## config.mk

```make
export PLATFORM = sky130hd
export DESIGN_NAME = syndrome_ctrl
export DESIGN_NICKNAME = d
export VERILOG_FILES = /design/src/rtl/syndrome_ctrl.sv
export SDC_FILE = /design/constraint.sdc
export NUM_CORES = 1
export LEC_CHECK = 0
export BUFFER_PORTS_ARGS = -buffer_cell sky130_fd_sc_hd__buf_2
export CAP_MARGIN = 0
export CORE_AREA = 2 2 202 204
export CTS_CLUSTER_DIAMETER = 60
export DETAILED_ROUTE_END_ITERATION = 10
export DIE_AREA = 0 0 204 206
export SLEW_MARGIN = 20
export SYNTH_ARGS = -nofsm -noshare
export SYNTH_HDL_FRONTEND = slang
export SYNTH_SLANG_ARGS = --single-unit
```

## constraint.sdc

```tcl
create_clock -name clk -period 2.47 [get_ports clk]
set_input_delay 0.494 -clock clk [delete_from_list [all_inputs] [get_ports clk]]
set_output_delay 0.494 -clock clk [all_outputs]
set_load 0.05 [all_outputs]
```

## src/rtl/syndrome_ctrl.sv

```systemverilog
// Feeds 128-bit RS(255,239) codeword beats to the syndrome engine and holds its result.
// Beats reach the engine 1 cycle after accept; s_ready is low from codeword end until m_ready takes the result.
module syndrome_ctrl #(
    parameter int BEATS    = 16,
    parameter int WAIT_MAX = 31
) (
    input  logic         clk,
    input  logic         rst_n,
    input  logic [127:0] s_data,
    input  logic         s_valid,
    input  logic         s_last,
    output logic         s_ready,
    output logic [127:0] eng_data,
    output logic         eng_valid,
    output logic         eng_first,
    input  logic [127:0] eng_syndrome,
    input  logic         eng_done,
    output logic [127:0] m_syndrome,
    output logic         m_nonzero,
    output logic         m_len_err,
    output logic         m_timeout,
    output logic         m_valid,
    input  logic         m_ready
);

    localparam int CW = $clog2(BEATS) + 1;
    localparam int WW = $clog2(WAIT_MAX + 1);
    localparam logic [CW-1:0] BEATS_C   = CW'(BEATS);
    localparam logic [WW-1:0] WAIT_LAST = WW'(WAIT_MAX - 1);

    typedef enum logic [1:0] {
        ST_IDLE,
        ST_FEED,
        ST_WAIT,
        ST_HOLD
    } state_t;

    typedef struct packed {
        logic [127:0] syndrome;
        logic         len_err;
        logic         timeout;
    } res_t;

    state_t        state, state_n;
    logic [CW-1:0] beat_cnt, beat_cnt_n, beat_num;
    logic [WW-1:0] wait_cnt, wait_cnt_n;
    res_t          res_q;
    logic          accept;
    logic          cw_end;
    logic          len_err_n;
    logic          res_ok;
    logic          res_to;
    logic          out_taken;

    assign s_ready = (state == ST_IDLE) || (state == ST_FEED);
    assign accept  = s_valid && s_ready;

    // Beat number of the beat being accepted this cycle; IDLE always starts a new codeword.
    assign beat_num = (state == ST_IDLE) ? CW'(1) : beat_cnt + CW'(1);

    always_ff @(posedge clk or negedge rst_n) begin
        if (!rst_n) begin
            state    <= ST_IDLE;
            beat_cnt <= '0;
            wait_cnt <= '0;
        end else begin
            state    <= state_n;
            beat_cnt <= beat_cnt_n;
            wait_cnt <= wait_cnt_n;
        end
    end

    always_comb begin
        state_n    = state;
        beat_cnt_n = beat_cnt;
        wait_cnt_n = wait_cnt;
        cw_end     = 1'b0;
        len_err_n  = res_q.len_err;
        res_ok     = 1'b0;
        res_to     = 1'b0;
        out_taken  = 1'b0;
        case (state)
            ST_IDLE, ST_FEED: begin
                if (accept) begin
                    beat_cnt_n = beat_num;
                    if (s_last || (beat_num == BEATS_C)) begin
                        state_n    = ST_WAIT;
                        wait_cnt_n = '0;
                        cw_end     = 1'b1;
                        len_err_n  = !(s_last && (beat_num == BEATS_C));
                    end else begin
                        state_n = ST_FEED;
                    end
                end
            end
            ST_WAIT: begin
                if (eng_done) begin
                    res_ok  = 1'b1;
                    state_n = ST_HOLD;
                end else if (wait_cnt == WAIT_LAST) begin
                    res_to  = 1'b1;
                    state_n = ST_HOLD;
                end else begin
                    wait_cnt_n = wait_cnt + WW'(1);
                end
            end
            ST_HOLD: begin
                if (m_ready) begin
                    out_taken  = 1'b1;
                    beat_cnt_n = '0;
                    state_n    = ST_IDLE;
                end
            end
            default: state_n = ST_IDLE;
        endcase
    end

    always_ff @(posedge clk or negedge rst_n) begin
        if (!rst_n) begin
            eng_data  <= '0;
            eng_valid <= 1'b0;
            eng_first <= 1'b0;
        end else begin
            eng_valid <= accept;
            eng_first <= accept && (state == ST_IDLE);
            if (accept) begin
                eng_data <= s_data;
            end
        end
    end

    // Result fields only change on codeword end or engine/timeout completion, so HOLD is stable.
    always_ff @(posedge clk or negedge rst_n) begin
        if (!rst_n) begin
            res_q   <= '0;
            m_valid <= 1'b0;
        end else begin
            if (cw_end) begin
                res_q.len_err <= len_err_n;
            end
            if (res_ok) begin
                res_q.syndrome <= eng_syndrome;
                res_q.timeout  <= 1'b0;
                m_valid        <= 1'b1;
            end else if (res_to) begin
                res_q.syndrome <= '0;
                res_q.timeout  <= 1'b1;
                m_valid        <= 1'b1;
            end else if (out_taken) begin
                m_valid <= 1'b0;
            end
        end
    end

    assign m_syndrome = res_q.syndrome;
    assign m_len_err  = res_q.len_err;
    assign m_timeout  = res_q.timeout;
    assign m_nonzero  = |res_q.syndrome;

endmodule

```

* Word-level counts from Yosys, hierarchy flattened
Index checks and enable logic that the tools add are counted.
Cells by class: add/subtract/negate cells 2, eq/ne operators 11, mux-type cells 32, reductions and logical operators 17
Operator list (number):
- $mux 128 | 2
- $reduce_or 128->1 | 1
- $mux 5 | 7
- $pmux 5 s2 | 2
- $mux 1 | 15
- $add 5x1->5 const B | 2
- $eq 5x5->1 const B | 2
- $mux 2 | 5
- $ne 2x2->1 const B | 5
- $pmux 2 s3 | 1
- $reduce_and 3->1 | 2
- $reduce_bool 2->1 | 3
- $reduce_and 5->1 | 1
- $eq 2x2->1 const B | 2
- $reduce_and 4->1 | 1
- $logic_and 1x1->1 | 3
- $ne 3x3->1 const B | 1
- $reduce_bool 3->1 | 1
- $eq 2x1->1 const B | 1
- $logic_not 2->1 | 1
- $logic_or 1x1->1 | 2
- $reduce_or 2->1 | 1
- $logic_not 1->1 | 1
Word-level totals: bits in registers 273, output and inout bits 263, logic and storage cells 72

* Depth between registers and ports, before layout
word-level depth 8, gate-level depth with buffers 7, depth with buffers taken out 7

* Worst setup path before layout
No wires, ideal clock.
path type reg-to-output, from register res_q (netlist bit m_syndrome[0]), to output port m_nonzero, data arrival time 1.578 ns, data required time 1.976 ns, path slack 0.398 ns, cell stages (with the launch flop) 5, path buffers 0, cells stage by stage dfrtp_1 -> nor4_1 -> nand4_1 -> nor4_1 -> nand2_1
On the way: cells in the longest elaborated chain, start to end 1
Ends and longest elaborated chain:
- start: declaration | line 47 | res_t res_q;
- $reduce_or 128->1 | line 158 | assign m_nonzero = |res_q.syndrome;
- end: declaration | line 19 | output logic m_nonzero,
No other way between the ends.

* Worst setup path in the final report
from register res_q (netlist bit m_syndrome[116]), to output port m_nonzero
The elaborated chain is that of the path after synthesis.

==> results by stage <==
Outcome:
- The run finished, with violations left.
- The final reports fail on setup timing.

Worst setup path:
- The origin of the critical flop-to-flop path is wait_cnt[0].
- The sort of element at the end of the critical path is an output pin.
- The worst path arrival time is 2.19 ns.
- The peak fanout along the critical path is 3.
- The endpoint of the most critical register-to-register path is m_syndrome[23].
- The critical path ends at m_nonzero.
- For the worst flop-to-flop path, the logic depth is 6.
- The startpoint type of the worst setup path is a flop.
- The critical path starts at m_syndrome[116].
- The minimum setup slack among reg-to-reg paths is 0.49 ns.
- The required time reported for the critical path endpoint is 1.98 ns.
- The critical setup path kind is flop to output pin.

STA:
- The maximum clock rate is 0.372 GHz.
- Setup repair after global routing could not meet its margin everywhere.
- Setup violations remaining at the end of the flow were counted as 1.
- At the pin with the least slew margin, the transition time is between 0.6 and 0.7 ns.
- After layout, the worst setup slack is -0.216 ns.
- The final-report hold violation count is 0.
- On the final layout, the worst clock skew is 0.0129 ns.
- The share of the clock period used by the worst path after layout is 109%.
- After routing, the total negative slack on setup checks comes to -0.216 ns.
- The post-layout minimum cycle time is about 2.7 ns.
- In this run the tightest slew margin relative to its limit is approximately 59%.
- The number of pins with negative max-slew slack in the final report is 0.

Synthesis:
- The average instance in the mapped netlist occupies ~11 µm².
- The number of nets in the synthesized netlist is 1,234.
- The sequential-to-total area share from yosys stat is around 64%.
- Yosys printed 0 warnings.
- Counting flops and latches in the post-synthesis netlist gives 273.
- The cell count after synthesis is 969.
- The post-synthesis cell type count is 40.
- In the post-synthesis netlist, the biggest area contributors are dfrtp_1 64%, nand2_1 14%, a22o_1 11%.
- The top cell type by total area after synthesis is dfrtp_1.
- The synthesized netlist occupies a cell area of 10,600 µm².
- The number of synthesized flops with an enable pin is 0.
- The predominant post-synthesis flop cell is dfrtp_1.
- The area share of the largest cell type after synthesis is 64.4%.
- The fraction of synthesis flops using an asynchronous set or reset pin is between 90% and 100%.

Clocking:
- The number of H-tree branching levels is 1.
- For the worst-skew pair, the clock arrives at the later sink with an insertion delay of 0.56 ns.
- The longest clock path from root to sink contains 3 buffers.
- The CTS sink count is 273.
- The number of clock buffers added by TritonCTS is 31.
- TritonCTS built the clock tree.
- Clock tree synthesis selected as its root buffer the cell clkbuf_16.
- The clock slew at the register clock pins of the worst setup and hold paths is 0.06 ns.

Job:
- The number of maximum-capacitance constraint violations is 0.

Global route:
- The via count of the first global-routing pass is roughly 9,200.
- The first global-routing pass estimated 51,500 µm of wire.
- For this run, the total global-route usage over all layers was measured as 15.5%.
- The initial antenna violation count came to 2.
- The global routing usage on met3 is 3.88%.
- The routing layer with the top usage in global route is met2.
- Global routing used 19.9% of the available met1 tracks.
- The largest net degree at the start of global routing is 132.
- The total congestion overflow after global routing is 0.
- Global routing consumed, on the met2 layer, ~25% of the routing resources.

Layout:
- Of the cells placed in the final design, the portion with a size suffix greater than 1 is 40.9%.
- Leaving out fill and tap cells, the most frequent cell in the layout is buf_2.
- The library cells used most frequently in the layout, excluding fill and tap cells, are 522 x buf_2, 396 x nand2_1, 273 x dfrtp_1, 129 x a22o_1, 31 x clkbuf_16.
- The final net count is 1,764.
- The count of inserted antenna diode cells is 0.
- The synthesis-to-layout area growth is 41.1%.

Hold path:
- The worst hold-check path type is primary input to flop.

Route:
- Summing over every cut layer, the via total after detailed routing is between 9,000 and 10,000.
- After detailed routing, the number of vias per cell comes to 4.52.
- The first-pass iteration count of the detailed router is 4.
- After the first detailed-routing iteration, the DRC count stood at 576.
- In this run the remaining antenna-violating nets after routing total 0.
- The average wire length per cell after detail routing is 16.9 µm.
- The remaining design rule violation count is 0.
- The final layout contains routed wiring with a total length of 34,700 µm.

Floorplanning:
- The number of top-level design ports is 525.
- The floorplan step defined a die boundary enclosing between 40,000 and 50,000 µm².
- The die is 204 µm wide.
- The height of the die is 206 µm.
- The core region area is 40,200 µm².
- The effective utilization at floorplan is 26.4%.
- Row generation in the floorplan step produced 74 rows.

Place:
- Routability-driven placement finished with a final weighted congestion of 0.891.
- The sum of net half-perimeters after detailed placement is 25,500 µm.
- The worst slack at placement is -0.0249 ns.
- The count of input and output buffers is about 520.

Power:
- The overall power is 26.1 mW.
- The maximum VDD drop is 1020 µV.
- The power density over the cells is about 1700 nW/µm².
- The analysis attributes to cell leakage a power of slightly above 8 nW.
## sequential cells by signal (all words and copies together), names as in the netlist
signal      flops
eng_first       1
state           2
m_len_err       1
m_timeout       1
eng_valid       1
eng_data      128
m_valid         1
m_syndrome    128
beat_cnt        5
wait_cnt        5
## cell families after synthesis
kind of cell	share of synthesized area, %
flip-flops	64.4
AND/OR/NAND/NOR	17.9
buffers and inverters	4.41
XOR/XNOR	0.0826
adder cells (fa/ha/maj)	0.354
AO/OA/AOI/OAI	12.8
## layer usage
metal,up-vias,wire length (µm)
met5,-,13
met4,2,964
met3,52,2890
met2,381,16500
met1,4469,14300
li1,4370,-
## where the power goes
group	switching [mW]	total [mW]	internal [mW]
clock network	1.86	4.64	2.78
registers	1.45	7.97	6.52
logic	10.3	13.4	3.18
## through the flow
step / util [%] / hold WS [ns] / cell area, µm² / cells
global placement: 34.4 / 0.453 / 13800 / 1996
finish: 37.2 / 0.119 / 15000 / 2054
global route: 37.2 / 0.0912 / 15000 / 2054
detailed placement: 34.4 / 0.457 / 13800 / 1996
CTS: 37.2 / 0.0761 / 15000 / 2054
floorplan: - / 0.198 / 10600 / 969
## critical path, stage by stage (launching register included)
cell,delay (ns)
dfrtp_1,0.39
nor4_1,0.42
nand4_1,0.17
nor4_1,0.27
buf_4,0.18
nand2_4,0.05
buf_8,0.14
## synth_stat cells, types with 2 or more instances
cell	number
nand2_1	398
dfrtp_1	273
a22o_1	129
nor4_1	34
buf_2	29
buf_6	22
nand4_1	10
a21oi_1	9
inv_1	6
clkbuf_1	5
nor2_1	5
buf_4	4
o21ai_0	4
a32o_1	3
and2_1	3
ha_1	3
nand3_1	3
o22ai_1	3
a21o_1	2
a41o_1	2
nor2b_1	2
o31ai_1	2
## layout make-up
cell class / instances / area [µm²]
Fill cell: 4016 / 25200
Sequential cell: 273 / 6830
Multi-Input combinational cell: 629 / 3390
Timing Repair Buffer: 557 / 3020
Clock buffer: 43 / 871
Tap cell: 532 / 666
Clock inverter: 13 / 161
Inverter: 7 / 28.8
## worst min-delay path by stage
stage / cells after the start / endpoint / from / slack, ns
3_3_place_gp: 2 / eng_data[91] / eng_data[91] / 0.45
5_1_grt: 3 / eng_data[15] / s_data[15] / 0.09
4_1_cts: 3 / eng_data[111] / s_data[111] / 0.08
2_1_floorplan: 0 / beat_cnt[0] / rst_n / 0.20
3_5_place_dp: 2 / eng_data[90] / eng_data[90] / 0.46
6_report: 3 / eng_data[111] / s_data[111] / 0.12
## what timing repair did
item,CTS,global route
hold endpoints to repair,58,0
gates resized for setup,13,1
pin swaps,4,1
buffers inserted,1,0
endpoints found under the setup margin,1,1
hold buffers,1,0
Power figures use the tool's default switching activity.
